## src/rtl/sram_pkg.sv

```systemverilog
// -----------------------------------------------------------------------------
// sram_pkg
// Shared types and constants for the SRAM burst reader slice.
//   rd_state_e  : burst reader FSM states
//   SKID_DEPTH  : entries in the read-return buffer (covers the 1-cycle SRAM
//                 latency plus one word of downstream backpressure)
//   credit_ok() : issue gate -- true when a new read still has a buffer slot
// -----------------------------------------------------------------------------
package sram_pkg;

  typedef enum logic [1:0] {
    IDLE  = 2'd0,
    RUN   = 2'd1,
    DRAIN = 2'd2,
    DONE  = 2'd3
  } rd_state_e;

  localparam int SKID_DEPTH = 2;

  // Words already held plus the read in flight, minus the word leaving this
  // cycle, must stay below the buffer depth so the returning word always fits.
  // A pop only happens when occ >= 1, so the subtraction cannot underflow.
  function automatic logic credit_ok(input logic [1:0] occ,
                                     input logic       rd_pend,
                                     input logic       pop);
    logic [2:0] in_flight;
    in_flight = {1'b0, occ} + {2'b00, rd_pend} - {2'b00, pop};
    return in_flight < 3'(SKID_DEPTH);
  endfunction

endpackage

```

## src/rtl/sram_rd_skid.sv

```systemverilog
// -----------------------------------------------------------------------------
// sram_rd_skid
// Two-entry synchronous FIFO holding {data, last} for words returned by the
// SRAM. Head entry is presented combinationally so it stays stable while the
// consumer stalls.
// Ports:
//   clk, rst            clock / synchronous active-high reset (flushes FIFO)
//   push, push_data,
//   push_last           write one word (caller guarantees not full)
//   pop                 remove head word (caller guarantees not empty)
//   out_data, out_last  head word
//   occ                 current occupancy 0..2
// -----------------------------------------------------------------------------
module sram_rd_skid
  import sram_pkg::*;
#(
  parameter int DATA_WIDTH = 512
) (
  input  logic                  clk,
  input  logic                  rst,
  input  logic                  push,
  input  logic [DATA_WIDTH-1:0] push_data,
  input  logic                  push_last,
  input  logic                  pop,
  output logic [DATA_WIDTH-1:0] out_data,
  output logic                  out_last,
  output logic [1:0]            occ
);

  logic [DATA_WIDTH-1:0] data_reg [SKID_DEPTH];
  logic [SKID_DEPTH-1:0] last_reg;
  logic                  wr_ptr_reg;
  logic                  rd_ptr_reg;
  logic [1:0]            occ_reg;

  // Storage entries carry no reset: validity is tracked by occ_reg alone.
  for (genvar gi = 0; gi < SKID_DEPTH; gi++) begin : g_entry
    always_ff @(posedge clk) begin
      if (push && (wr_ptr_reg == 1'(gi))) begin
        data_reg[gi] <= push_data;
        last_reg[gi] <= push_last;
      end
    end
  end

  always_ff @(posedge clk) begin
    if (rst) begin
      wr_ptr_reg <= 1'b0;
      rd_ptr_reg <= 1'b0;
      occ_reg    <= 2'd0;
    end else begin
      if (push) begin
        wr_ptr_reg <= ~wr_ptr_reg;
      end
      if (pop) begin
        rd_ptr_reg <= ~rd_ptr_reg;
      end
      // Simultaneous push and pop leaves occupancy unchanged.
      occ_reg <= occ_reg + {1'b0, push} - {1'b0, pop};
    end
  end

  assign out_data = data_reg[rd_ptr_reg];
  assign out_last = last_reg[rd_ptr_reg];
  assign occ      = occ_reg;

endmodule

```

## src/rtl/sram_burst_reader.sv

```systemverilog
// -----------------------------------------------------------------------------
// sram_burst_reader
// Read-side initiator for a single-port synchronous SRAM. On start it fetches
// len words from base_addr (wrapping modulo DEPTH) and streams them out on a
// valid/ready interface with a last flag, hiding the SRAM's 1-cycle read
// latency and absorbing backpressure at up to one word per cycle.
// Ports:
//   clk, rst               clock / synchronous active-high reset
//   start, base_addr, len  burst request, sampled only in IDLE (len 0 = empty)
//   busy                   high from the cycle after an accepted start until
//                          the done cycle (inclusive)
//   done                   one-cycle pulse at the end of every burst
//   sram_csb, sram_wsb,
//   sram_raddr, sram_rdata SRAM read port (csb active-low, wsb tied high)
//   m_valid, m_ready,
//   m_data, m_last         output stream
//   perf_stall_cnt         only with SRAM_READER_PERF_EN defined: saturating
//                          count of m_valid & !m_ready cycles since the last
//                          reset or accepted start
// Build option: SRAM_READER_PERF_EN adds the stall counter and its port.
// -----------------------------------------------------------------------------
module sram_burst_reader
  import sram_pkg::*;
#(
  parameter int DATA_WIDTH = 512,
  parameter int ADDR_WIDTH = 6
) (
  input  logic                  clk,
  input  logic                  rst,
  input  logic                  start,
  input  logic [ADDR_WIDTH-1:0] base_addr,
  input  logic [ADDR_WIDTH:0]   len,
  output logic                  busy,
  output logic                  done,
  output logic                  sram_csb,
  output logic                  sram_wsb,
  output logic [ADDR_WIDTH-1:0] sram_raddr,
  input  logic [DATA_WIDTH-1:0] sram_rdata,
  output logic                  m_valid,
  input  logic                  m_ready,
  output logic [DATA_WIDTH-1:0] m_data,
`ifdef SRAM_READER_PERF_EN
  output logic [31:0]           perf_stall_cnt,
`endif
  output logic                  m_last
);

  localparam int LW = ADDR_WIDTH + 1;

  rd_state_e             state_reg;
  rd_state_e             state_next;
  logic [ADDR_WIDTH-1:0] addr_reg;       // next address to issue
  logic [ADDR_WIDTH-1:0] raddr_reg;      // last issued address
  logic [LW-1:0]         len_reg;
  logic [LW-1:0]         issue_cnt_reg;  // reads issued this burst
  logic [LW-1:0]         ret_cnt_reg;    // words returned into the buffer
  logic                  rd_pend_reg;    // SRAM read data arrives this cycle

  logic                  start_ok;
  logic                  pop;
  logic                  issue;
  logic                  push_last;
  logic [1:0]            occ;

  assign start_ok = (state_reg == IDLE) && start;
  assign pop      = m_valid && m_ready;

  // Issue decision depends on this cycle's pop, so m_ready reaches sram_csb
  // combinationally; that is what lets the reader sustain one word per cycle
  // with only two buffer entries. Reset suppresses any issue in its own cycle
  // so an aborted burst never touches the SRAM again.
  assign issue = !rst
              && (state_reg == RUN)
              && (issue_cnt_reg != len_reg)
              && credit_ok(occ, rd_pend_reg, pop);

  assign sram_csb   = !issue;
  assign sram_wsb   = 1'b1;
  assign sram_raddr = issue ? addr_reg : raddr_reg;

  assign push_last = (ret_cnt_reg == (len_reg - LW'(1)));

  assign busy    = (state_reg != IDLE);
  assign done    = (state_reg == DONE);
  assign m_valid = (occ != 2'd0);

  always_comb begin
    state_next = state_reg;
    case (state_reg)
      IDLE: begin
        if (start) begin
          state_next = (len == '0) ? DONE : RUN;
        end
      end
      RUN: begin
        if (issue && ((issue_cnt_reg + LW'(1)) == len_reg)) begin
          state_next = DRAIN;
        end
      end
      DRAIN: begin
        // Last read has returned and the last word has left the buffer.
        if (!rd_pend_reg && (occ == 2'd0)) begin
          state_next = DONE;
        end
      end
      DONE: begin
        state_next = IDLE;
      end
      default: begin
        state_next = IDLE;
      end
    endcase
  end

  always_ff @(posedge clk) begin
    if (rst) begin
      state_reg     <= IDLE;
      addr_reg      <= '0;
      raddr_reg     <= '0;
      len_reg       <= '0;
      issue_cnt_reg <= '0;
      ret_cnt_reg   <= '0;
      rd_pend_reg   <= 1'b0;
    end else begin
      state_reg   <= state_next;
      rd_pend_reg <= issue;
      if (start_ok) begin
        addr_reg      <= base_addr;
        len_reg       <= len;
        issue_cnt_reg <= '0;
        ret_cnt_reg   <= '0;
      end
      if (issue) begin
        // Natural wrap of the address counter gives modulo-DEPTH addressing.
        addr_reg      <= addr_reg + ADDR_WIDTH'(1);
        raddr_reg     <= addr_reg;
        issue_cnt_reg <= issue_cnt_reg + LW'(1);
      end
      if (rd_pend_reg) begin
        ret_cnt_reg <= ret_cnt_reg + LW'(1);
      end
    end
  end

  // sram_rdata is captured only in the cycle after an issue edge.
  sram_rd_skid #(
    .DATA_WIDTH (DATA_WIDTH)
  ) u_skid (
    .clk       (clk),
    .rst       (rst),
    .push      (rd_pend_reg),
    .push_data (sram_rdata),
    .push_last (push_last),
    .pop       (pop),
    .out_data  (m_data),
    .out_last  (m_last),
    .occ       (occ)
  );

`ifdef SRAM_READER_PERF_EN
  logic [31:0] perf_stall_cnt_reg;

  always_ff @(posedge clk) begin
    if (rst || start_ok) begin
      perf_stall_cnt_reg <= '0;
    end else if (m_valid && !m_ready && (perf_stall_cnt_reg != 32'hFFFF_FFFF)) begin
      perf_stall_cnt_reg <= perf_stall_cnt_reg + 32'd1;
    end
  end

  assign perf_stall_cnt = perf_stall_cnt_reg;
`endif

endmodule

```

## config.mk

```make
export PLATFORM = sky130hd
export DESIGN_NAME = sram_burst_reader
export DESIGN_NICKNAME = d
export VERILOG_FILES = /design/src/rtl/sram_pkg.sv /design/src/rtl/sram_rd_skid.sv /design/src/rtl/sram_burst_reader.sv
export SDC_FILE = /design/constraint.sdc
export NUM_CORES = 1
export LEC_CHECK = 0
export ABC_AREA = 1
export ABC_CLOCK_PERIOD_IN_PS = 65600
export CORE_AREA = 3 3 408 410
export DETAILED_ROUTE_END_ITERATION = 8
export DIE_AREA = 0 0 411 413
export SYNTH_ARGS = -nofsm -noshare
export SYNTH_HDL_FRONTEND = slang
export SYNTH_SLANG_ARGS = --single-unit
```

## constraint.sdc

```tcl
create_clock -name clk -period 65.6 [get_ports clk]
set_input_delay 6.56 -clock clk [delete_from_list [all_inputs] [get_ports clk]]
set_output_delay 6.56 -clock clk [all_outputs]
set_load 0.03 [all_outputs]
```

==> impl_results.md <==
- Max-slew headroom: 29.3%
- Crit Path Category: input pin to output pin
- GPL Wtd Cong: 0.804
- Share of the synthesized area in the top cell type: 78.4%
- Status: completed
- Hold WS: 452 ps
- Die Y-Extent: 413 um
- Global-route wire length before repair: 168 mm
- Fillers: 15500
- Critical-path top delay cell: clkdlybuf4s50_1
- VDD IR max: 0.0242 mV
- Synthesis Warnings: 0
- PnR worst setup slack: 49000 ps
- Crit path arrival time: 10040 ps
- Design area: 56100 sq um
- Number of global-route vias before repair: 22300
- CP dominant cell by count: inv_1
- Post-Synthesis Cells: 1937
- CTS root buffer: clkbuf_16
- Leak Pwr: 18.2 nW
- Worst path bufs/invs: 5
- Fin nets: 3600
- Synth cell count leaders: edfxtp_1 (1026), mux2_2 (512), nand2_1 (76)
- Number of buffers added for setup after CTS: 0
- Drt total wl: 125 mm
- Syn-to-layout area delta: 42.8%
- Max cap viols: 0
- CTS tree: done
- Post-cts resize count: 0
- Via count: 22000
- Clock transition at path regs: 60 ps
- #FFs+latches synth: 1067
- Core Area: 163000 sq um
- RSZ-0062 raised after global routing: no
- Overall routing resource usage: 14.0%
- Worst path cell trace: clkdlybuf4s50_1 -> nand2_1 -> inv_1 -> ha_1 -> inv_1 -> ha_1 -> fa_1 -> nor2_1 -> nand2_1 -> nor2_4 -> or2_0 -> o21ai_0 -> inv_1 -> clkdlybuf4s50_1
- Synth Net Count: 2478
- Clk_skew: 54.6 ps
- Post-DP HPWL: 92.7 mm
- Most frequent cell after synthesis: edfxtp_1
- Max Slew Vio Count: 0
- CP Launch Type: input pin
- CTS Buf Count: 116
- Share of cells above drive strength 1: 22.8%
- Die area: 170000 sq um
- Register area share after synthesis: 80.5%
- Avg Inst Size Synth: 20.3 sq um
- Mapped cell area: 39300 sq um
- I/O Buffers: 1051
- H-tree depth: 3
- Worst skew pair latency: 730 ps
- Grt ovf: 0
- Top Ports: 1053
- Clk sink count: 1067
- Die width: 411 um
- Post-synth EDFFs: 1026
- Cts hold-fix bufs: 0
- Setup violators final: 0
- Hold crit path type: register to register
- DRC violations left: 0
- Post-DR vias/cell: 4.12
- Power density over cell area: 39.8 nW/um^2
- Tcrit/Tclk final: 25.3%
- Critical path data required time: 59040 ps
- Initial cell density of the core: 24.1%
- Final min period: 16600 ps
- Post-synth top flop: edfxtp_1
- Area contributors post-synth: edfxtp_1 (78%), mux2_2 (15%), dfxtp_1 (2.1%), nand2_1 (0.73%), buf_2 (0.65%)
- WL per Instance: 23.5 um
- Slew @ Worst Pin: 1060 ps
- Placed cell area: 52400 sq um
- Synth area leader: edfxtp_1
- CP Capture Type: output pin
- Final Hold Viols: 0
- Max reg flops: 1024
- Setup WS pre-CTS: 48960 ps
- Maximum number of pins on one net before global-route repair: 146
- Row count: 148
- DRT iter0 DRCs: 1409
- Yosys cell types: 40
- Detail Route Antenna Nets: 0
- Antenna violations before repair: 84
- CP max stage delay: 680 ps
- Fmax: 60.2 MHz
- Crit-path max FO: 15
- Top delay family on crit path: buffers and inverters
- Max clock buf depth: 3
- Setup TNS Final: 0 ps
- First-pass DRT Iterations: 6
- Post-synthesis async set-or-reset flop share: 0%
==> where the power goes <==
group | internal (mW) | leakage (nW) | switching [mW] | total (mW)
sequential | 0.840 | 9.60 | 0.0221 | 0.862
clock | 0.357 | 1.78 | 0.270 | 0.627
combinational | 0.306 | 6.78 | 0.435 | 0.742
==> final cells by class <==
cell class / instances / area, sq um / area share, %
Inverter: 43 / 169 / 0.301
Clock inverter: 78 / 679 / 1.21
Multi-Input combinational cell: 759 / 7170 / 12.8
Antenna cell: 7 / 17.5 / 0.0312
Sequential cell: 1067 / 31600 / 56.4
Clock buffer: 140 / 2990 / 5.34
Timing Repair Buffer: 1072 / 10700 / 19.1
Tap cell: 2175 / 2720 / 4.85
==> placed cells by master, fill, tap and decap left out, types with 3 or more instances in the layout <==
cell type,Yosys,layout
inv_1,37,36
clkbuf_16,0,116
bufinv_16,0,8
nand2_2,3,3
nand2_1,76,76
nor2_4,3,4
nor3_1,8,8
nand3_1,23,23
or2_0,3,3
clkbuf_1,11,24
clkdlybuf4s50_1,0,1051
inv_2,6,6
nor2_1,31,30
o21ai_0,17,17
clkinv_1,0,32
diode_2,0,7
buf_12,0,3
a21oi_1,23,23
mux2_2,512,512
a211oi_1,5,5
edfxtp_1,1026,1026
clkinv_2,0,21
xor2_1,11,11
or2_2,3,3
dfxtp_1,41,40
buf_4,3,18
inv_6,0,7
ha_1,11,11
clkinvlp_4,0,5
clkinv_16,0,3
xnor2_1,6,6
a31oi_1,5,5
==> metrics by stage <==
stage	std cells	utilization, %	total power [mW]
after CTS	5334	34.5	2.27
after global routing	5336	34.5	2.33
final	5341	34.5	2.23
after global placement	5116	32.2	1.63
after floorplan	1937	-	1.38
after detailed placement	5116	32.2	1.63
==> worst paths after layout <==
kind	cells after the start	start	slack, ps	to
setup / recovery	14	m_ready	49000	sram_raddr[3]
hold / removal	1	ret_cnt_reg[4]$_SDFFE_PP0P_	450	ret_cnt_reg[5]$_SDFFE_PP0P_
setup reg to reg	6	rd_pend_reg$_SDFF_PP0_	60480	u_skid.data_reg[1][65]$_DFFE_PP_
hold reg to reg	1	ret_cnt_reg[4]$_SDFFE_PP0P_	450	ret_cnt_reg[5]$_SDFFE_PP0P_
==> metal layers <==
metal / vias to the layer above / part of all wire, % / global-route usage [%]
met3: 269 / 9.5 / 5.57
li1: 9818 / - / -
met4: 8 / 2.6 / 3.54
met2: 890 / 51 / 24.8
met1: 11000 / 37 / 15.6
met5: - / 0.044 / 0
==> logic make-up (layout without fill, tap and decap cells) <==
family / count (synthesis) / count (layout) / synth area share [%]
flip-flops: 1067 / 1067 / 80.5
other: 1 / 8 / 0.00954
adder cells (fa/ha/maj): 12 / 12 / 0.401
buffers and inverters: 111 / 1333 / 1.27
AO/OA/AOI/OAI: 58 / 58 / 0.879
multiplexers: 512 / 512 / 14.7
AND/OR/NAND/NOR: 159 / 159 / 1.88
XOR/XNOR: 17 / 17 / 0.379
Note: power is estimated with default switching activity, not from simulation.
